$ cat config.mk
export PLATFORM = sky130hd
export DESIGN_NAME = mem_arbiter
export DESIGN_NICKNAME = d
export VERILOG_FILES = /design/src/rtl/mem_arb_pkg.sv /design/src/rtl/arb_rr2.sv /design/src/rtl/mem_arbiter.sv
export SDC_FILE = /design/constraint.sdc
export NUM_CORES = 1
export LEC_CHECK = 0
export ABC_AREA = 1
export CAP_MARGIN = 25
export CORE_ASPECT_RATIO = 0.8
export CORE_MARGIN = 10
export CORE_UTILIZATION = 44
export CTS_CLUSTER_DIAMETER = 100
export DETAILED_ROUTE_END_ITERATION = 10
export GPL_ROUTABILITY_DRIVEN = 0
export HOLD_SLACK_MARGIN = 0.02
export PLACE_DENSITY = 0.95
export SYNTH_ARGS = -nofsm -noshare
export SYNTH_HDL_FRONTEND = slang
export SYNTH_SLANG_ARGS = --single-unit
$ cat constraint.sdc
create_clock -name clock -period 10.6 [get_ports clock]
set_input_delay 1.06 -clock clock [delete_from_list [all_inputs] [get_ports clock]]
set_output_delay 1.06 -clock clock [all_outputs]
set_load 0.005 [all_outputs]
$ cat src/rtl/mem_arb_pkg.sv
// rtl/mem_arb_pkg.sv - shared types and constants for the IFU/LSU memory arbiter
package mem_arb_pkg;

  typedef enum logic [1:0] {
    S_IDLE,
    S_REQ,
    S_WAIT,
    S_DONE
  } arb_state_e;

  typedef enum logic {
    GNT_IFU,
    GNT_LSU
  } gnt_e;

  localparam logic [1:0]  SIZE_BYTE = 2'd0;
  localparam logic [1:0]  SIZE_HALF = 2'd1;
  localparam logic [1:0]  SIZE_WORD = 2'd2;

  localparam logic [31:0] TIMEOUT_RDATA = 32'hDEADBEEF;

endpackage

$ cat src/rtl/arb_rr2.sv
// rtl/arb_rr2.sv - combinational two-way round-robin picker (IFU vs LSU)
module arb_rr2
  import mem_arb_pkg::*;
(
  input  logic ifu_valid,
  input  logic lsu_valid,
  input  gnt_e last_grant,
  output logic grant_valid,
  output gnt_e grant_id
);

  always_comb begin
    grant_valid = ifu_valid | lsu_valid;
    grant_id    = GNT_IFU;
    if (ifu_valid && lsu_valid) begin
      // A tie goes to whoever was not served last.
      grant_id = (last_grant == GNT_IFU) ? GNT_LSU : GNT_IFU;
    end else if (lsu_valid) begin
      grant_id = GNT_LSU;
    end
  end

endmodule

$ cat src/rtl/mem_arbiter.sv
// rtl/mem_arbiter.sv - shares one memory port between IFU and LSU requesters
// Optional WAIT-state timeout enabled by defining MEM_ARB_TIMEOUT_EN.
module mem_arbiter
  import mem_arb_pkg::*;
#(
  parameter int ADDR_W         = 32,
  parameter int DATA_W         = 32,
  parameter int TIMEOUT_CYCLES = 255
) (
  input  logic              clock,
  input  logic              reset,
  input  logic              ifu_reqValid,
  input  logic [ADDR_W-1:0] ifu_addr,
  output logic              ifu_respValid,
  output logic [DATA_W-1:0] ifu_rdata,
  input  logic              lsu_reqValid,
  input  logic [ADDR_W-1:0] lsu_addr,
  input  logic [1:0]        lsu_size,
  input  logic              lsu_wen,
  input  logic [DATA_W-1:0] lsu_wdata,
  input  logic [3:0]        lsu_wmask,
  output logic              lsu_respValid,
  output logic [DATA_W-1:0] lsu_rdata,
  output logic              mem_reqValid,
  input  logic              mem_reqReady,
  output logic [ADDR_W-1:0] mem_addr,
  output logic [1:0]        mem_size,
  output logic              mem_wen,
  output logic [DATA_W-1:0] mem_wdata,
  output logic [3:0]        mem_wmask,
  input  logic              mem_respValid,
  input  logic [DATA_W-1:0] mem_rdata,
  output logic              resp_err
);

  if (TIMEOUT_CYCLES < 1) begin : g_cfg_check
    $error("mem_arbiter: TIMEOUT_CYCLES must be at least 1");
  end

  arb_state_e        state_q, state_d;
  gnt_e              last_grant_q;
  logic              grant_valid;
  gnt_e              grant_id;
  logic [ADDR_W-1:0] addr_q;
  logic [1:0]        size_q;
  logic              wen_q;
  logic [DATA_W-1:0] wdata_q;
  logic [3:0]        wmask_q;
  logic [DATA_W-1:0] ifu_rdata_q, lsu_rdata_q;
  logic              timeout_hit;
  logic              resp_take;
  logic [DATA_W-1:0] resp_data;

  arb_rr2 u_arb (
    .ifu_valid   (ifu_reqValid),
    .lsu_valid   (lsu_reqValid),
    .last_grant  (last_grant_q),
    .grant_valid (grant_valid),
    .grant_id    (grant_id)
  );

`ifdef MEM_ARB_TIMEOUT_EN
  localparam int CNT_W = $clog2(TIMEOUT_CYCLES + 1);
  logic [CNT_W-1:0] cnt_q;
  logic             resp_err_q;

  // Counter sits at zero outside WAIT, so it is cleared on every WAIT entry.
  always_ff @(posedge clock or posedge reset) begin
    if (reset) begin
      cnt_q      <= '0;
      resp_err_q <= 1'b0;
    end else begin
      cnt_q      <= (state_q == S_WAIT) ? cnt_q + 1'b1 : '0;
      resp_err_q <= timeout_hit;
    end
  end

  assign timeout_hit = (state_q == S_WAIT) && !mem_respValid &&
                       (cnt_q == CNT_W'(TIMEOUT_CYCLES - 1));
  assign resp_err    = resp_err_q;
`else
  assign timeout_hit = 1'b0;
  assign resp_err    = 1'b0;
`endif

  assign resp_take = (state_q == S_WAIT) && (mem_respValid || timeout_hit);
  assign resp_data = mem_respValid ? mem_rdata : DATA_W'(TIMEOUT_RDATA);

  always_comb begin
    state_d = state_q;
    unique case (state_q)
      S_IDLE: if (grant_valid) state_d = S_REQ;
      S_REQ:  if (mem_reqReady) state_d = S_WAIT;
      S_WAIT: if (resp_take) state_d = S_DONE;
      S_DONE: state_d = S_IDLE;
      default: state_d = S_IDLE;
    endcase
  end

  always_ff @(posedge clock or posedge reset) begin
    if (reset) begin
      state_q      <= S_IDLE;
      last_grant_q <= GNT_IFU;
      addr_q       <= '0;
      size_q       <= '0;
      wen_q        <= 1'b0;
      wdata_q      <= '0;
      wmask_q      <= '0;
      ifu_rdata_q  <= '0;
      lsu_rdata_q  <= '0;
    end else begin
      state_q <= state_d;
      if (state_q == S_IDLE && grant_valid) begin
        last_grant_q <= grant_id;
        if (grant_id == GNT_LSU) begin
          addr_q  <= lsu_addr;
          size_q  <= lsu_size;
          wen_q   <= lsu_wen;
          wdata_q <= lsu_wdata;
          wmask_q <= lsu_wmask;
        end else begin
          addr_q  <= ifu_addr;
          size_q  <= SIZE_WORD;
          wen_q   <= 1'b0;
          wdata_q <= '0;
          wmask_q <= 4'b1111;
        end
      end
      // Only the granted side's rdata moves; the other keeps its last value.
      if (resp_take) begin
        if (last_grant_q == GNT_LSU) lsu_rdata_q <= resp_data;
        else                         ifu_rdata_q <= resp_data;
      end
    end
  end

  assign mem_reqValid  = (state_q == S_REQ);
  assign mem_addr      = addr_q;
  assign mem_size      = size_q;
  assign mem_wen       = wen_q;
  assign mem_wdata     = wdata_q;
  assign mem_wmask     = wmask_q;
  assign ifu_respValid = (state_q == S_DONE) && (last_grant_q == GNT_IFU);
  assign lsu_respValid = (state_q == S_DONE) && (last_grant_q == GNT_LSU);
  assign ifu_rdata     = ifu_rdata_q;
  assign lsu_rdata     = lsu_rdata_q;

endmodule

==> key figures <==
Drt
  – Vias after detailed routing: 5,433
  – DRC errors left: 0
  – WL final: roughly 20,000 um
  – Drt via density: 4.77
  – Starting DRC count in detailed routing: approximately 310
  – Drt wl/cell: 17.6 um
  – Post-DRT Antenna Nets: 0
  – Pre-antenna DRT Iters: 5

Clock tree
  – Max Root-Sink Buffers: 2
  – H-tree levels: 4
  – TritonCTS Buffers: 17
  – Post-CTS sizing: 0
  – Post-CTS Hold Buffers: 0
  – Clock Pin Slew Worst Setup and Hold Paths: 60 ps
  – CTS tree: yes
  – Root buffer cell: clkbuf_16
  – CTS Sinks: 138
  – Worst skew pair latency: about 400 ps
  – Post-CTS setup buffers: 0

Setup path
  – Crit path launch: ifu_reqValid
  – Cell mode on critical path: nand2_1
  – Slowest CP cell: inv_2
  – Worst EP arrival: 3140 ps
  – Crit. End Element: flip-flop
  – Critical Path, Cell by Cell: clkdlybuf4s50_1 -> nand2_2 -> nand3_2 -> inv_2 -> nand2_1 -> nand2_1
  – Worst-path maximum fanout: 34
  – Worst Path Buf+Inv: 2
  – Startpoint Class: input port
  – CP top delay family: simple AND/OR/NAND/NOR gates
  – Worst r2r src: last_grant_q
  – Crit-path max cell delay: ~530 ps
  – Crit Path Category: in2reg
  – Reg2Reg Setup Slack: 8430 ps
  – Required time worst endpoint: 10,940 ps

Floorplan
  – Initial Util: 0.454
  – Die width: ~150 um
  – Io pins: 280
  – Chip height: 123 um
  – Die ar.: between 15,000 and 20,000 sq um
  – Core area: 13,000 sq um
  – FP Rows: 37

Logic synthesis
  – Post-synth EDFFs: 0
  – Post-synth top cells: nand2_1 (272), dfrtp_1 (138), inv_1 (73)
  – Mapped Cells: 682
  – Mean Syn Cell Area: ~8.6 sq um
  – Register area share after synthesis: 0.587
  – Yosys top cell area share: 0.587
  – Synth area leader: dfrtp_1
  – Synthesized cell area: just under 6000 sq um
  – Synth warn: 0
  – Primary FF master, synth: dfrtp_1
  – Post-synth ARST share: 1.00
  – Mapped Nets: 827
  – Most common cell in the synthesized netlist: nand2_1
  – #FFs+latches synth: 138
  – Synth cell types: 19
  – Area contributors post-synth: dfrtp_1 (59%), nand2_1 (17%), o21ai_0 (5.5%), inv_1 (4.7%), nand3b_1 (4.1%)

Power
  – Psw: roughly 830 uW
  – Leakage power: around 4.6 nW
  – Max IR drop VDD: around 0.16 mV
  – Combinational Power Share: 0.410
  – Cell Int Power: 1.69 mW
  – Clk network pwr share: 0.237
  – Sw frac: 0.328
  – Sequential Power Share: 0.354
  – PD cells: ~270 nW/um^2
  – Design Power: about 2.5 mW

STA
  – Max frequency: between 0.3 and 0.4 GHz
  – Final max-slew violation count: 0
  – Period utilisation layout: 0.264
  – Setup TNS: 0 ps
  – RSZ-0062 raised after global routing: no
  – Setup-failing EPs final: 0
  – Final hold viol count: 0
  – Slew @ Worst Pin: 655 ps
  – Final clock skew: 7.00 ps
  – Minimum clock period: 2800 ps
  – Max transition margin: 0.562

Cells and area
  – Fin area: 9410 sq um
  – Nets: 1,095
  – Share of cells above drive strength 1: 0.0509
  – Area grow syn2layout: 60.0%
  – N_diodes: 0
  – Non-filler cells in the finished layout: between 1,000 and 1,500

Place
  – Dpl hpwl: 15,200 um
  – Port-buffer cells: roughly 280
  – Dpl cell area: 8780 sq um
  – Placed Cells incl. Taps: 1,105

Global routing
  – First-pass GRT wire length: 30,600 um
  – Grt ovf: 0
  – Pin count of the biggest net entering global routing: 82
  – Initial antenna violation count: 1
  – Overall Global Routing Usage: 0.211
  – Vias in the first global route: 5,630

Hold path
  – Hold_sp: mem_wdata[21]
  – Hold Path Class: reg2reg

Run
  – Max Cap Viol: 0

Status
  – Run status: finished, final reports clean
==> stage by stage <==
step	utilization	hold slack, ps	setup WS, ps
2_1_floorplan	-	472	5840
3_3_place_gp	0.671	460	7260
3_5_place_dp	0.678	465	7390
4_1_cts	0.724	481	7810
5_1_grt	0.726	499	7610
6_report	0.726	479	7800
==> cell families after synthesis <==
group / Yosys count / synth area share
AO/OA/AOI/OAI: 65 / 0.0553
adder cells (fa/ha/maj): 4 / 0.00851
buffers and inverters: 113 / 0.0855
flip-flops: 138 / 0.587
other: 1 / 0.000637
AND/OR/NAND/NOR: 361 / 0.263
==> worst reg2reg max path: cells and delay by family (launching register included) <==
kind	cells	cell delay (ps)
and+or+nand+nor	4	1110
DFF	1	470
buffers and inverters	1	530
==> layout make-up <==
class                           instances  area, sq um
Clock buffer                           19          443
Tap cell                              175          219
Clock inverter                         13          158
Inverter                               76          290
Fill cell                             924         3550
Sequential cell                       138         3450
Multi-Input combinational cell        431         1930
Timing Repair Buffer                  286         2920
==> path summary, 6_finish.rpt <==
kind                                 endpoint  cells after the start
worst min-delay path            mem_wdata[21]                      2
worst max register to register  mem_wdata[16]                      5
worst min register to register  mem_wdata[21]                      2
worst max-delay path            mem_wdata[16]                      6
max in group asynchronous       ifu_rdata[30]                      4
min in group asynchronous        mem_wdata[4]                      2
==> power by group through the flow <==
stage | logic (mW) | clock network (mW) | registers [mW]
final | 1.03 | 0.597 | 0.892
after global routing | 1.14 | 0.632 | 0.919
after CTS | 1.05 | 0.607 | 0.892
after detailed placement | 1.05 | 0 | 0.896
after global placement | 1.00 | 0 | 0.884
after floorplan | 0.390 | 0 | 0.904
==> registers in the layout (all words and copies together), names as in the netlist <==
name / count
ifu_rdata: 32
lsu_rdata: 32
mem_addr: 32
mem_wdata: 32
mem_wmask: 4
mem_size: 2
state_q: 2
last_grant_q: 1
mem_wen: 1
==> layout by cell type, fill, tap and decap left out <==
cell and instances:
clkbuf_8 1, nor2_2 2, buf_16 4, dfrtp_1 138
nand3b_1 32, nand4_1 2, inv_6 5, bufinv_16 2
ha_1 4, inv_8 2, clkbuf_16 17, nor2_1 16
inv_2 3, clkinvlp_4 3, clkinv_4 2, o21ai_0 65
nand2_1 272, clkbuf_1 1, nand3_2 3, nand2_2 1
buf_4 4, nand3_1 33, clkdlybuf4s50_1 278, conb_1 1
inv_1 72
==> layer usage <==
metal  vias up  track usage  share of wire
met1      2539        0.233           0.37
met4         2       0.0563          0.018
met2       242        0.357           0.48
met3        23        0.105           0.13
li1       2627            -              -
met5         -            0        0.00035
Power figures use the tool's default switching activity.
